## src/rtl/lcd_rd_ctrl_if.sv

```systemverilog
// rtl/lcd_rd_ctrl_if.sv - request/response and LCD bus signals of the LCD read controller
interface lcd_rd_ctrl_if;
    logic       rd_req;
    logic [1:0] rd_mode;
    logic [7:0] lcd_db_in;
    logic       lcd_db_oe;
    logic       lcd_rs;
    logic       lcd_rw;
    logic       lcd_en;
    logic       rd_busy;
    logic       rd_done;
    logic [7:0] rd_data;
    logic       bf;
    logic [6:0] ac;
    logic [3:0] hex_nib;
    logic       hex_valid;
    logic       timeout;

    modport master (
        output rd_req, rd_mode, lcd_db_in,
        input  lcd_db_oe, lcd_rs, lcd_rw, lcd_en, rd_busy, rd_done,
        input  rd_data, bf, ac, hex_nib, hex_valid, timeout
    );

    modport slave (
        input  rd_req, rd_mode, lcd_db_in,
        output lcd_db_oe, lcd_rs, lcd_rw, lcd_en, rd_busy, rd_done,
        output rd_data, bf, ac, hex_nib, hex_valid, timeout
    );
endinterface

```

## src/rtl/lcd_rd_ctrl.sv

```systemverilog
// rtl/lcd_rd_ctrl.sv - HD44780-style LCD read sequencer with busy-flag polling and hex decode
module lcd_rd_ctrl #(
    parameter int POLL_MAX = 650
) (
    input  logic          oneUSClk,
    input  logic          reset,
    lcd_rd_ctrl_if.slave  bus
);
    typedef enum logic [2:0] {IDLE, SETUP, EN_HI, EN_LO, DONE} state_t;

    localparam logic [9:0] POLL_LAST = 10'(POLL_MAX - 1);

    state_t     state;
    logic [1:0] mode;
    logic [9:0] poll_cnt;
    logic       hi_second;
    logic       poll_more;

    // Only BF/AC polling with the busy flag still set keeps the loop going.
    always_comb begin
        poll_more = (mode == 2'b01) && bus.bf;
    end

    always_ff @(posedge oneUSClk) begin
        if (reset) begin
            state         <= IDLE;
            mode          <= 2'b00;
            poll_cnt      <= 10'd0;
            hi_second     <= 1'b0;
            bus.lcd_en    <= 1'b0;
            bus.lcd_rw    <= 1'b0;
            bus.lcd_rs    <= 1'b0;
            bus.lcd_db_oe <= 1'b1;
            bus.rd_busy   <= 1'b0;
            bus.rd_done   <= 1'b0;
            bus.rd_data   <= 8'h00;
            bus.bf        <= 1'b0;
            bus.ac        <= 7'h00;
            bus.timeout   <= 1'b0;
        end else begin
            bus.rd_done <= 1'b0;
            case (state)
                IDLE: begin
                    if (bus.rd_req) begin
                        state         <= SETUP;
                        mode          <= bus.rd_mode;
                        poll_cnt      <= 10'd0;
                        bus.timeout   <= 1'b0;
                        bus.rd_busy   <= 1'b1;
                        bus.lcd_rw    <= 1'b1;
                        bus.lcd_db_oe <= 1'b0;
                        bus.lcd_rs    <= (bus.rd_mode == 2'b10);
                        bus.lcd_en    <= 1'b0;
                    end
                end
                SETUP: begin
                    state      <= EN_HI;
                    hi_second  <= 1'b0;
                    bus.lcd_en <= 1'b1;
                end
                EN_HI: begin
                    if (!hi_second) begin
                        hi_second <= 1'b1;
                    end else begin
                        // Panel data is valid by the end of the second enable-high cycle.
                        state       <= EN_LO;
                        bus.lcd_en  <= 1'b0;
                        bus.rd_data <= bus.lcd_db_in;
                        bus.bf      <= bus.lcd_db_in[7];
                        bus.ac      <= bus.lcd_db_in[6:0];
                    end
                end
                EN_LO: begin
                    if (poll_more && (poll_cnt < POLL_LAST)) begin
                        poll_cnt <= poll_cnt + 10'd1;
                        state    <= SETUP;
                    end else begin
                        state         <= DONE;
                        bus.timeout   <= poll_more;
                        bus.rd_done   <= 1'b1;
                        bus.lcd_rw    <= 1'b0;
                        bus.lcd_rs    <= 1'b0;
                        bus.lcd_db_oe <= 1'b1;
                    end
                end
                DONE: begin
                    state       <= IDLE;
                    bus.rd_busy <= 1'b0;
                end
                default: begin
                    state <= IDLE;
                end
            endcase
        end
    end

    // ASCII hex character to nibble; letters in either case map to A-F.
    always_comb begin
        bus.hex_nib   = 4'h0;
        bus.hex_valid = 1'b0;
        if (bus.rd_data >= 8'h30 && bus.rd_data <= 8'h39) begin
            bus.hex_nib   = bus.rd_data[3:0];
            bus.hex_valid = 1'b1;
        end else if ((bus.rd_data >= 8'h41 && bus.rd_data <= 8'h46) ||
                     (bus.rd_data >= 8'h61 && bus.rd_data <= 8'h66)) begin
            bus.hex_nib   = bus.rd_data[3:0] + 4'd9;
            bus.hex_valid = 1'b1;
        end
    end
endmodule
```

## src/flat_wrapper.sv

```systemverilog
// flat-port wrapper written by rule: the top's interface ports become plain ports
module lcd_rd_ctrl_flat 
#(
    parameter int POLL_MAX = 650
)
  (oneUSClk, reset, bus_rd_req, bus_rd_mode, bus_lcd_db_in, bus_lcd_db_oe, bus_lcd_rs, bus_lcd_rw, bus_lcd_en, bus_rd_busy, bus_rd_done, bus_rd_data, bus_bf, bus_ac, bus_hex_nib, bus_hex_valid, bus_timeout);
  lcd_rd_ctrl_if bus_i ();
  input  logic oneUSClk;
  input  logic reset;
  input wire logic [$bits(bus_i.rd_req)-1:0] bus_rd_req;
  input wire logic [$bits(bus_i.rd_mode)-1:0] bus_rd_mode;
  input wire logic [$bits(bus_i.lcd_db_in)-1:0] bus_lcd_db_in;
  output wire logic [$bits(bus_i.lcd_db_oe)-1:0] bus_lcd_db_oe;
  output wire logic [$bits(bus_i.lcd_rs)-1:0] bus_lcd_rs;
  output wire logic [$bits(bus_i.lcd_rw)-1:0] bus_lcd_rw;
  output wire logic [$bits(bus_i.lcd_en)-1:0] bus_lcd_en;
  output wire logic [$bits(bus_i.rd_busy)-1:0] bus_rd_busy;
  output wire logic [$bits(bus_i.rd_done)-1:0] bus_rd_done;
  output wire logic [$bits(bus_i.rd_data)-1:0] bus_rd_data;
  output wire logic [$bits(bus_i.bf)-1:0] bus_bf;
  output wire logic [$bits(bus_i.ac)-1:0] bus_ac;
  output wire logic [$bits(bus_i.hex_nib)-1:0] bus_hex_nib;
  output wire logic [$bits(bus_i.hex_valid)-1:0] bus_hex_valid;
  output wire logic [$bits(bus_i.timeout)-1:0] bus_timeout;
  assign bus_i.rd_req = bus_rd_req;
  assign bus_i.rd_mode = bus_rd_mode;
  assign bus_i.lcd_db_in = bus_lcd_db_in;
  assign bus_lcd_db_oe = bus_i.lcd_db_oe;
  assign bus_lcd_rs = bus_i.lcd_rs;
  assign bus_lcd_rw = bus_i.lcd_rw;
  assign bus_lcd_en = bus_i.lcd_en;
  assign bus_rd_busy = bus_i.rd_busy;
  assign bus_rd_done = bus_i.rd_done;
  assign bus_rd_data = bus_i.rd_data;
  assign bus_bf = bus_i.bf;
  assign bus_ac = bus_i.ac;
  assign bus_hex_nib = bus_i.hex_nib;
  assign bus_hex_valid = bus_i.hex_valid;
  assign bus_timeout = bus_i.timeout;
  lcd_rd_ctrl #(.POLL_MAX(POLL_MAX)) u_core (.oneUSClk(oneUSClk), .reset(reset), .bus(bus_i));
endmodule
```

## config.mk

```make
export PLATFORM = sky130hd
export DESIGN_NAME = lcd_rd_ctrl_flat
export DESIGN_NICKNAME = d
export VERILOG_FILES = /design/src/rtl/lcd_rd_ctrl_if.sv /design/src/rtl/lcd_rd_ctrl.sv /design/src/flat_wrapper.sv
export SDC_FILE = /design/constraint.sdc
export NUM_CORES = 1
export LEC_CHECK = 0
export CAP_MARGIN = 10
export CORE_MARGIN = 3
export CORE_UTILIZATION = 40
export CTS_BUF_LIST = sky130_fd_sc_hd__clkbuf_8 sky130_fd_sc_hd__clkbuf_16
export DETAILED_ROUTE_END_ITERATION = 10
export MAX_ROUTING_LAYER = met4
export PLACE_DENSITY_LB_ADDON = 0.3
export REMOVE_ABC_BUFFERS = 1
export SLEW_MARGIN = 10
export SYNTH_ARGS = -nofsm -noshare
export SYNTH_HDL_FRONTEND = slang
export SYNTH_SLANG_ARGS = --single-unit
```

## constraint.sdc

```tcl
create_clock -name oneUSClk -period 1.8 [get_ports oneUSClk]
set_input_delay 0.27 -clock oneUSClk [delete_from_list [all_inputs] [get_ports oneUSClk]]
set_output_delay 0.27 -clock oneUSClk [all_outputs]
set_load 0.02 [all_outputs]
```

==> results.sh, run 1 <==
export IMPL_status="finished, violations left"
export IMPL_violations="negative setup slack"
export IMPL_cts_tree="built"
export IMPL_grt_max_degree=31
export IMPL_synth_fa_ha_area_share_pct=4.357
export IMPL_path_max_fanout=6
export IMPL_dpl_cell_count=297
export IMPL_ys_flop_type="dfxtp_1"
export IMPL_cp_data_required_time_ns=1.53
export IMPL_critPathLaunchType="flop"
export IMPL_swShare_pct=24.97
export IMPL_synth_top_area_cell="dfxtp_1"
export IMPL_max_slew_worst_pin_slew_ns=0.3486
export IMPL_grtUsageTotal_pct=17.39
export IMPL_slew_headroom_pct=76.73
export IMPL_holdWs_ns=0.4512
export IMPL_pre_cts_slack_ns=-0.4774
export IMPL_antenna_cells=0
export IMPL_clockBufferDepth=2
export IMPL_clkPwrFrac_pct=39.9
export IMPL_internal_power_mw=1.338
export IMPL_clock_latency_ns=0.28
export IMPL_setup_ws_ns=-0.2557
export IMPL_crit_arrival_ns=1.79
export IMPL_report_final_slew_viol_count=0
export IMPL_start_util_pct=42.16
export IMPL_async_flop_share_pct=0
export IMPL_grt_pass1_wl_mm=6.803
export IMPL_post_cts_buffers=0
export IMPL_synthTopCellsByArea="dfxtp_1 36%, mux2i_1 7.6%, ha_1 4.4%"
export IMPL_hp_class="reg2reg"
export IMPL_vias=1616
export IMPL_grt_ovfl_total=0
export IMPL_rsz0062_at_grt="true"
export IMPL_routed_wl_mm=4.185
export IMPL_rows=23
export IMPL_timing_fmax_mhz=486.5
export IMPL_fin_crit_sh_pct=114.2
export IMPL_root_buffer="clkbuf_8"
export IMPL_max_cap_violations=0
export IMPL_finClkSkew_ns=0.005402
export IMPL_setup_viol=5
export IMPL_core_um2=4086
export IMPL_wl_met1_mm=1.976
export IMPL_hold_viol_final=0
export IMPL_dieArea_um2=5131
export IMPL_synth_common_cells="31 x dfxtp_1, 20 x nand2_1, 17 x nor2_1"
export IMPL_port_buffers=40
export IMPL_ys_types=48
export IMPL_pwr_share_comb_pct=17.7
export IMPL_cts_buffers_inserted=5
export IMPL_grt_pass1_vias=1494
export IMPL_synth_top_family_by_area="simple AND/OR/NAND/NOR gates"
export IMPL_irDropWorstVdd_mv=0.6004
export IMPL_placed_cell_area_um2=2308
export IMPL_p_leak_nw=0.9183
export IMPL_routedWlPerCell_um=13.72
export IMPL_nets=273
export IMPL_synth_top_area_share_pct=36.02
export IMPL_period_minus_slack_ns=2.056
export IMPL_drtPass1Iterations=4
export IMPL_ios=41
export IMPL_fin_cells=305
export IMPL_fillerInstances=363
export IMPL_drc_errors=0
export IMPL_avgSynthCellArea_um2=8.790
export IMPL_met2_wirelength_mm=1.958
export IMPL_final_layout_size_suffix_gt1_share_pct=26.67
export IMPL_hpwl_mm=3.046
export IMPL_synth_seq_cells=31
export IMPL_criticalPathCategory="reg2out"
export IMPL_synthCells=196
export IMPL_drt_antenna_violating_nets=0
export IMPL_route_met3_wl_um=205
export IMPL_syn_to_final_growth_pct=43.86
export IMPL_die_h_um=71.63
export IMPL_yosys_area_share_simple_pct=23.09
export IMPL_place_gp_congestion=0.8450
export IMPL_synth_compound_area_share_pct=19.90
export IMPL_vias_per_cell=5.298
export IMPL_cts_htree_levels=2
export IMPL_pwr_share_seq_pct=42.3
export IMPL_die_w_um=71.63
export IMPL_finalSetupTns_ns=-1.034
export IMPL_synthXorXnorAreaFrac_pct=0.5084
export IMPL_first_iter_violations=52
export IMPL_highest_layer="met4"
export IMPL_synthMuxAreaShare_pct=8.206
export IMPL_ys_warn_count=0
export IMPL_synth_edff_count=0
export IMPL_syn_area_um2=1723
export IMPL_p_per_area_nw_per_um2=719.6
export IMPL_end_kind="output port"
export IMPL_grt_antenna_before_repair=0
export IMPL_p_switching_mw=0.4455
export IMPL_fin_area_um2=2479
export IMPL_final_util_pct=60.66
export IMPL_ys_seq_area_share_pct=36.02
export IMPL_numClockSinks=31
export IMPL_total_power_mw=1.784
export IMPL_clkTransAtPathRegs_ns=0.07
export IMPL_cts_hold_buffers=0
export IMPL_yosysMostFrequentCell="dfxtp_1"
-- layout make-up --
| class | count | area (um2) | area share (%) |
|---|---|---|---|
| multi-input combinational | 140 | 1030 | 41.54 |
| sequential | 31 | 624.3 | 25.19 |
| timing repair buffer | 68 | 611.8 | 24.68 |
| inverter | 8 | 32.53 | 1.312 |
| tap | 50 | 62.56 | 2.524 |
| clock inverter | 2 | 35.03 | 1.413 |
| clock buffer | 6 | 82.58 | 3.332 |
-- placed cells by master (no fill, tap or decap), drive strengths merged, types with 2 or more instances in the layout --
cell type and count:
and3b 2, nand3 11, dfxtp 31, inv 8, a2111oi 2, clkbuf 6, o21a 4, o21ai 6
a31oi 3, buf 33, ha 6, nand2 21, a21oi 13, a211oi 7, or3 7, clkdlybuf4s50 35
nor2b 2, nor3 5, nor2 17, mux2i 13, or4b 2
-- worst max-delay path, stage by stage, from the launching register on --
cell and delay (ns):
dfxtp_2 0.35, inv_2 0.08, ha_4 0.15, o21bai_1 0.06
a2111o_1 0.48, a21oi_2 0.19, a21oi_2 0.04, buf_4 0.16
-- path summary, 6_finish.rpt --
| path | slack, ns | depth (start not counted) | start | end |
|---|---|---|---|---|
| setup / recovery | -0.26 | 7 | u_core.bus.ac[0] | bus_hex_nib[3] |
| hold / removal | 0.45 | 2 | u_core.mode[1] | u_core.mode[1] |
| setup reg to reg | 0.13 | 7 | u_core.poll_cnt[1] | u_core.poll_cnt[7] |
| hold reg to reg | 0.45 | 2 | u_core.mode[1] | u_core.mode[1] |
-- sequential cells by signal, indices dropped and copies added (netlist names), 2 cells and up --
name,cells
u_core.poll_cnt,10
u_core.state,3
u_core.bus.ac,6
u_core.mode,2
-- cell families after synthesis --
group / after synthesis
compound gates: 44
flops: 31
fa+ha+maj: 6
buf+inv: 25
simple gates: 75
xor+xnor: 1
mux: 14
-- timing repair --
item                       CTS  global route
setup endpoints to repair    5             7
gates resized for setup     40             8
pin swaps                    6             0
-- power groups by stage --
stage               registers (mW)  clock network [mW]  logic [mW]
global placement             0.769                   0       0.308
CTS                          0.755               0.723       0.317
finish                       0.755               0.712       0.317
floorplan                    0.798                   0       0.123
detailed placement           0.769                   0       0.314
global route                 0.758               0.752       0.349
-- routing by layer --
metal	global-route usage (%)	vias to the layer above
met5	-	-
met4	6.889	0
met3	4.769	4
met2	26.63	46
met1	21.70	748
li1	-	818
Power figures use the tool's default switching activity.
==> run 2, diff against run 1 <==
--- a/config.mk
+++ b/config.mk
@@ -6,8 +6,9 @@
 export NUM_CORES = 1
 export LEC_CHECK = 0
 export CAP_MARGIN = 10
-export CORE_MARGIN = 3
-export CORE_UTILIZATION = 40
+export CELL_PAD_IN_SITES_DETAIL_PLACEMENT = 1
+export CELL_PAD_IN_SITES_GLOBAL_PLACEMENT = 2
+export CORE_UTILIZATION = 29
 export CTS_BUF_LIST = sky130_fd_sc_hd__clkbuf_8 sky130_fd_sc_hd__clkbuf_16
 export DETAILED_ROUTE_END_ITERATION = 10
 export MAX_ROUTING_LAYER = met4
==> run 2 against run 1 <==
Compared with the run above:
- the flow still finishes with violations (negative setup slack)
- final area up 3.4%
- core utilization down 15 points
- count of clock-buffer cells in the layout up 1
- sequential cell count unchanged
- combinational power grew 11%
- total power fell by 5.1%
- sequential power shrank 1%
- critical endpoint is now bus_hex_nib[2]
- largest cell class unchanged
==> results.sh, run 2 (synthesis results as in run 1) <==
export IMPL_finClkSkew_ns=0.009337
export IMPL_setup_viol=5
export IMPL_status="finished, violations left"
export IMPL_hold_path_end="u_core.mode[0]"
export IMPL_final_cell_mix="41 x buf_4, 35 x clkdlybuf4s50_1, 29 x dfxtp_1"
export IMPL_antenna_cells=0
export IMPL_drc_errors=0
export IMPL_numClockSinks=31
export IMPL_vias_per_cell=4.917
export IMPL_core_um2=5608
export IMPL_r2r_end="u_core.bus.lcd_rs"
export IMPL_rsz0062_at_grt="true"
export IMPL_max_slew_worst_pin_slew_ns=0.3612
export IMPL_violations="negative setup slack"
export IMPL_syn_to_final_growth_pct=48.73
export IMPL_hold_viol_final=0
export IMPL_ios=41
export IMPL_fin_crit_sh_pct=114.1
export IMPL_cts_buffers_inserted=5
export IMPL_routedWlPerCell_um=14.32
export IMPL_report_final_slew_viol_count=0
export IMPL_slew_headroom_pct=75.90
export IMPL_path_max_fanout=5
export IMPL_holdPathStages=2
export IMPL_p_per_area_nw_per_um2=660.9
export IMPL_clock_latency_ns=0.28
export IMPL_reg2regPathDepth=7
export IMPL_port_buffers=40
export IMPL_grt_ovfl_total=0
export IMPL_cts_htree_levels=2
export IMPL_setup_ws_ns=-0.2542
export IMPL_r2r_start="u_core.poll_cnt[0]"
export IMPL_reg_top3="u_core.poll_cnt (10), u_core.bus.ac (6), u_core.state (3)"
export IMPL_drt_antenna_violating_nets=0
export IMPL_start_util_pct=30.72
export IMPL_hp_class="reg2reg"
export IMPL_largest_register="u_core.poll_cnt"
export IMPL_p_leak_nw=0.9642
export IMPL_fillerInstances=682
export IMPL_timing_fmax_mhz=486.8
export IMPL_min_from="u_core.mode[0]"
export IMPL_criticalPathCategory="reg2out"
export IMPL_cts_tree="built"
export IMPL_grt_antenna_before_repair=0
export IMPL_clockBufferDepth=2
export IMPL_hpwl_mm=3.732
export IMPL_grtUsageTotal_pct=17.23
export IMPL_grt_pass1_wl_mm=8.079
export IMPL_grt_max_degree=16
export IMPL_irDropWorstVdd_mv=0.3837
export IMPL_place_gp_congestion=0.7725
export IMPL_root_buffer="clkbuf_8"
export IMPL_crit_arrival_ns=1.78
export IMPL_drtPass1Iterations=4
export IMPL_nets=285
export IMPL_max_cap_violations=0
export IMPL_grt_pass1_vias=1734
export IMPL_vias=1667
export IMPL_first_iter_violations=67
export IMPL_final_common_cell="buf_4"
export IMPL_final_util_pct=45.69
export IMPL_dpl_cell_count=329
export IMPL_period_minus_slack_ns=2.054
export IMPL_rows=27
export IMPL_fin_cells=339
export IMPL_die_h_um=79.08
export IMPL_dieArea_um2=6254
export IMPL_clkTransAtPathRegs_ns=0.06
export IMPL_routed_wl_mm=4.853
export IMPL_critPathLaunchType="flop"
export IMPL_largest_reg_flops=10
export IMPL_reg2reg_setup_slack_ns=0.15
export IMPL_die_w_um=79.08
export IMPL_cp_data_required_time_ns=1.53
export IMPL_end_kind="output port"
export IMPL_final_layout_size_suffix_gt1_share_pct=27.72
run 2: area by class of cell:
| type | count | area [um2] | area share, % |
|---|---|---|---|
| sequential | 31 | 625.6 | 24.41 |
| timing repair buffer | 80 | 696.9 | 27.20 |
| tap | 72 | 90.09 | 3.516 |
| inverter | 8 | 35.03 | 1.367 |
| multi-input combinational | 140 | 1015 | 39.60 |
| clock buffer | 7 | 96.34 | 3.760 |
| clock inverter | 1 | 3.754 | 0.1465 |
run 2: worst max path at each step:
stage / startpoint / end / slack, ns
4_1_cts: u_core.bus.bf / bus_hex_nib[2] / -0.27
3_3_place_gp: u_core.bus.ac[1] / bus_hex_nib[1] / -0.44
5_1_grt: u_core.bus.bf / bus_hex_nib[2] / -0.33
3_5_place_dp: u_core.bus.ac[1] / bus_hex_nib[0] / -0.48
6_report: u_core.bus.bf / bus_hex_nib[2] / -0.25
2_1_floorplan: u_core.state[1] / u_core.bus.ac[2] / -0.40
run 2: layer usage:
layer	wire length, um	track usage [%]	part of all wire, %
met2	2236	28.02	46
met3	187	3.563	3.9
met4	59	4.909	1.2
met1	2369	21.54	49
met5	0	-	0
run 2: power breakdown:
group	internal, mW	switching, mW	total (mW)
sequential	0.721	0.0258	0.746
clock	0.343	0.253	0.596
combinational	0.184	0.168	0.351
run 2: what timing repair did:
| item | 4_1_cts | 5_1_grt |
|---|---|---|
| pin swaps | 5 | 1 |
| setup buffers | 2 | 0 |
| hold buffers | 0 | 0 |
| setup endpoints to repair | 5 | 6 |
| resized for setup | 39 | 8 |
run 2: critical path: stages, from the launching register on:
cell,delay (ns)
dfxtp_1,0.31
or4b_1,0.52
a21oi_1,0.13
buf_4,0.15
nand3b_1,0.07
a31oi_1,0.14
buf_2,0.18
run 2: metrics by stage:
| stage | setup TNS [ns] | cell area, um2 | hold slack, ns | setup WS (ns) | power, mW |
|---|---|---|---|---|---|
| global route | -1.382 | 2562 | 0.4718 | -0.3267 | 1.781 |
| CTS | -1.097 | 2521 | 0.4574 | -0.2651 | 1.716 |
| floorplan | -4.413 | 1617 | 0.3391 | -0.3987 | 0.9206 |
| detailed placement | -2.186 | 2399 | 0.4479 | -0.4799 | 1.112 |
| global placement | -1.909 | 2399 | 0.4429 | -0.4380 | 1.104 |
| finish | -1.029 | 2562 | 0.4553 | -0.2542 | 1.693 |
==> run 3, diff against run 2 <==
--- a/config.mk
+++ b/config.mk
@@ -11,7 +11,6 @@
 export CORE_UTILIZATION = 29
 export CTS_BUF_LIST = sky130_fd_sc_hd__clkbuf_8 sky130_fd_sc_hd__clkbuf_16
 export DETAILED_ROUTE_END_ITERATION = 10
-export MAX_ROUTING_LAYER = met4
 export PLACE_DENSITY_LB_ADDON = 0.3
 export REMOVE_ABC_BUFFERS = 1
 export SLEW_MARGIN = 10
==> run 3 against run 2 <==
Compared with the run above:
- the flow still finishes with violations (negative setup slack)
- final area unchanged
- clock power about the same
- via count down 0.54%
- combinational power about the same
- sequential power about the same
- critical endpoint unchanged
- hold slack about the same
- global-route usage down 0.46 points
- first-iteration DRC count down 4.5%
- cell count unchanged
- non-clock buffer count unchanged
- sequential cell count unchanged
==> results.sh, run 3 (synthesis results as in run 1) <==
export IMPL_hold_viol_final=0
export IMPL_hp_class="reg2reg"
export IMPL_grt_antenna_before_repair=0
export IMPL_port_buffers=40
export IMPL_grt_ovfl_total=0
export IMPL_drc_errors=0
export IMPL_core_um2=5608
export IMPL_vias_per_cell=4.891
export IMPL_cts_buffers_inserted=5
export IMPL_die_w_um=79.08
export IMPL_numClockSinks=31
export IMPL_finClkSkew_ns=0.008838
export IMPL_violations="negative setup slack"
export IMPL_hpwl_mm=3.732
export IMPL_placed_cell_area_um2=2399
export IMPL_drt_antenna_violating_nets=0
export IMPL_criticalPathCategory="reg2out"
export IMPL_hold_path_end="u_core.mode[0]"
export IMPL_final_layout_size_suffix_gt1_share_pct=27.72
export IMPL_grtUsageTotal_pct=16.77
export IMPL_crit_arrival_ns=1.78
export IMPL_nets=285
export IMPL_end_kind="output port"
export IMPL_critPathLaunchType="flop"
export IMPL_setup_ws_ns=-0.2548
export IMPL_min_from="u_core.mode[0]"
export IMPL_reg2reg_setup_slack_ns=0.16
export IMPL_die_h_um=79.08
export IMPL_r2r_start="u_core.poll_cnt[0]"
export IMPL_timing_fmax_mhz=486.7
export IMPL_p_per_area_nw_per_um2=660.7
export IMPL_crit_chain="or4b_1 > a21oi_1 > buf_4 > nand3b_1 > a31oi_1 > buf_2"
export IMPL_final_cell_mix="41 x buf_4, 35 x clkdlybuf4s50_1, 29 x dfxtp_1"
export IMPL_cts_htree_levels=2
export IMPL_clkTransAtPathRegs_ns=0.06
export IMPL_routedWlPerCell_um=14.28
export IMPL_setup_viol=5
export IMPL_final_util_pct=45.69
export IMPL_fin_crit_sh_pct=114.2
export IMPL_max_slew_worst_pin_slew_ns=0.3612
export IMPL_path_max_fanout=5
export IMPL_syn_to_final_growth_pct=48.73
export IMPL_finalSetupTns_ns=-1.030
export IMPL_antenna_cells=0
export IMPL_clock_latency_ns=0.28
export IMPL_cts_tree="built"
export IMPL_final_common_cell="buf_4"
export IMPL_cp_slowest_stage_delay_ns=0.52
export IMPL_vias=1658
export IMPL_grt_pass1_vias=1734
export IMPL_routed_wl_mm=4.840
export IMPL_largest_reg_flops=10
export IMPL_clockBufferDepth=2
export IMPL_grt_max_degree=16
export IMPL_status="finished, violations left"
export IMPL_rsz0062_at_grt="true"
export IMPL_cp_data_required_time_ns=1.53
export IMPL_ios=41
export IMPL_largest_register="u_core.poll_cnt"
export IMPL_irDropWorstVdd_mv=0.3836
export IMPL_report_final_slew_viol_count=0
export IMPL_drtPass1Iterations=4
export IMPL_place_gp_congestion=0.7624
export IMPL_first_iter_violations=64
export IMPL_dieArea_um2=6254
export IMPL_p_leak_nw=0.9642
export IMPL_fin_area_um2=2562
export IMPL_period_minus_slack_ns=2.055
export IMPL_holdWs_ns=0.4553
export IMPL_critPathSlowestCell="or4b_1"
export IMPL_r2r_end="u_core.bus.lcd_rs"
export IMPL_holdPathStages=2
export IMPL_reg_top3="u_core.poll_cnt (10), u_core.bus.ac (6), u_core.state (3)"
export IMPL_start_util_pct=30.72
export IMPL_grt_pass1_wl_mm=8.066
export IMPL_slew_headroom_pct=75.90
export IMPL_root_buffer="clkbuf_8"
export IMPL_fillerInstances=682
export IMPL_rows=27
export IMPL_reg2regPathDepth=7
export IMPL_max_cap_violations=0
run 3: what timing repair did:
item / 4_1_cts / 5_1_grt
resized for setup: 39 / 8
setup buffers: 2 / 0
pin swaps: 5 / 1
hold buffers: 0 / 0
endpoints found under the setup margin: 5 / 6
run 3: final cells by class:
type                    instances  area, um2  area share, %
multi-input cells             140       1015          39.60
repair buffers                 80      696.9          27.20
flip-flops and latches         31      625.6          24.41
clock buffers                   7      96.34          3.760
well taps                      72      90.09          3.516
inverters                       8      35.03          1.367
clock inverters                 1      3.754         0.1465
run 3: power by group:
part	switching [mW]	internal [mW]
Clock	0.253	0.343
Combinational	0.168	0.184
Sequential	0.0258	0.721
run 3: worst max path at each step:
stage	endpoint	startpoint	slack, ns	depth (start not counted)
finish	bus_hex_nib[2]	u_core.bus.bf	-0.25	6
global route	bus_hex_nib[2]	u_core.bus.bf	-0.33	6
CTS	bus_hex_nib[2]	u_core.bus.bf	-0.27	6
detailed placement	bus_hex_nib[0]	u_core.bus.ac[1]	-0.48	6
global placement	bus_hex_nib[1]	u_core.bus.ac[1]	-0.44	6
floorplan	u_core.bus.ac[2]	u_core.state[1]	-0.40	3
run 3: worst max-delay path: cells and delay by family (launching register included):
kind	cells	cell delay, ns
AOI/OAI and AO/OA	2	0.27
and+or+nand+nor	2	0.59
DFF	1	0.31
buffers and inverters	2	0.33
run 3: through the flow:
stage               power [mW]  instances  setup slack, ns
floorplan               0.9206        179          -0.3987
global placement         1.104        329          -0.4380
detailed placement       1.112        329          -0.4799
CTS                      1.716        339          -0.2651
global route             1.781        339          -0.3267
finish                   1.693        339          -0.2548
run 3: metal layers:
| layer | global-route usage, % | up-vias | share of wire (%) |
|---|---|---|---|
| met3 | 3.563 | 6 | 3.8 |
| met5 | 0 | - | 0 |
| met2 | 28.02 | 38 | 46 |
| li1 | - | 838 | - |
| met1 | 21.54 | 776 | 49 |
| met4 | 4.909 | 0 | 1.1 |
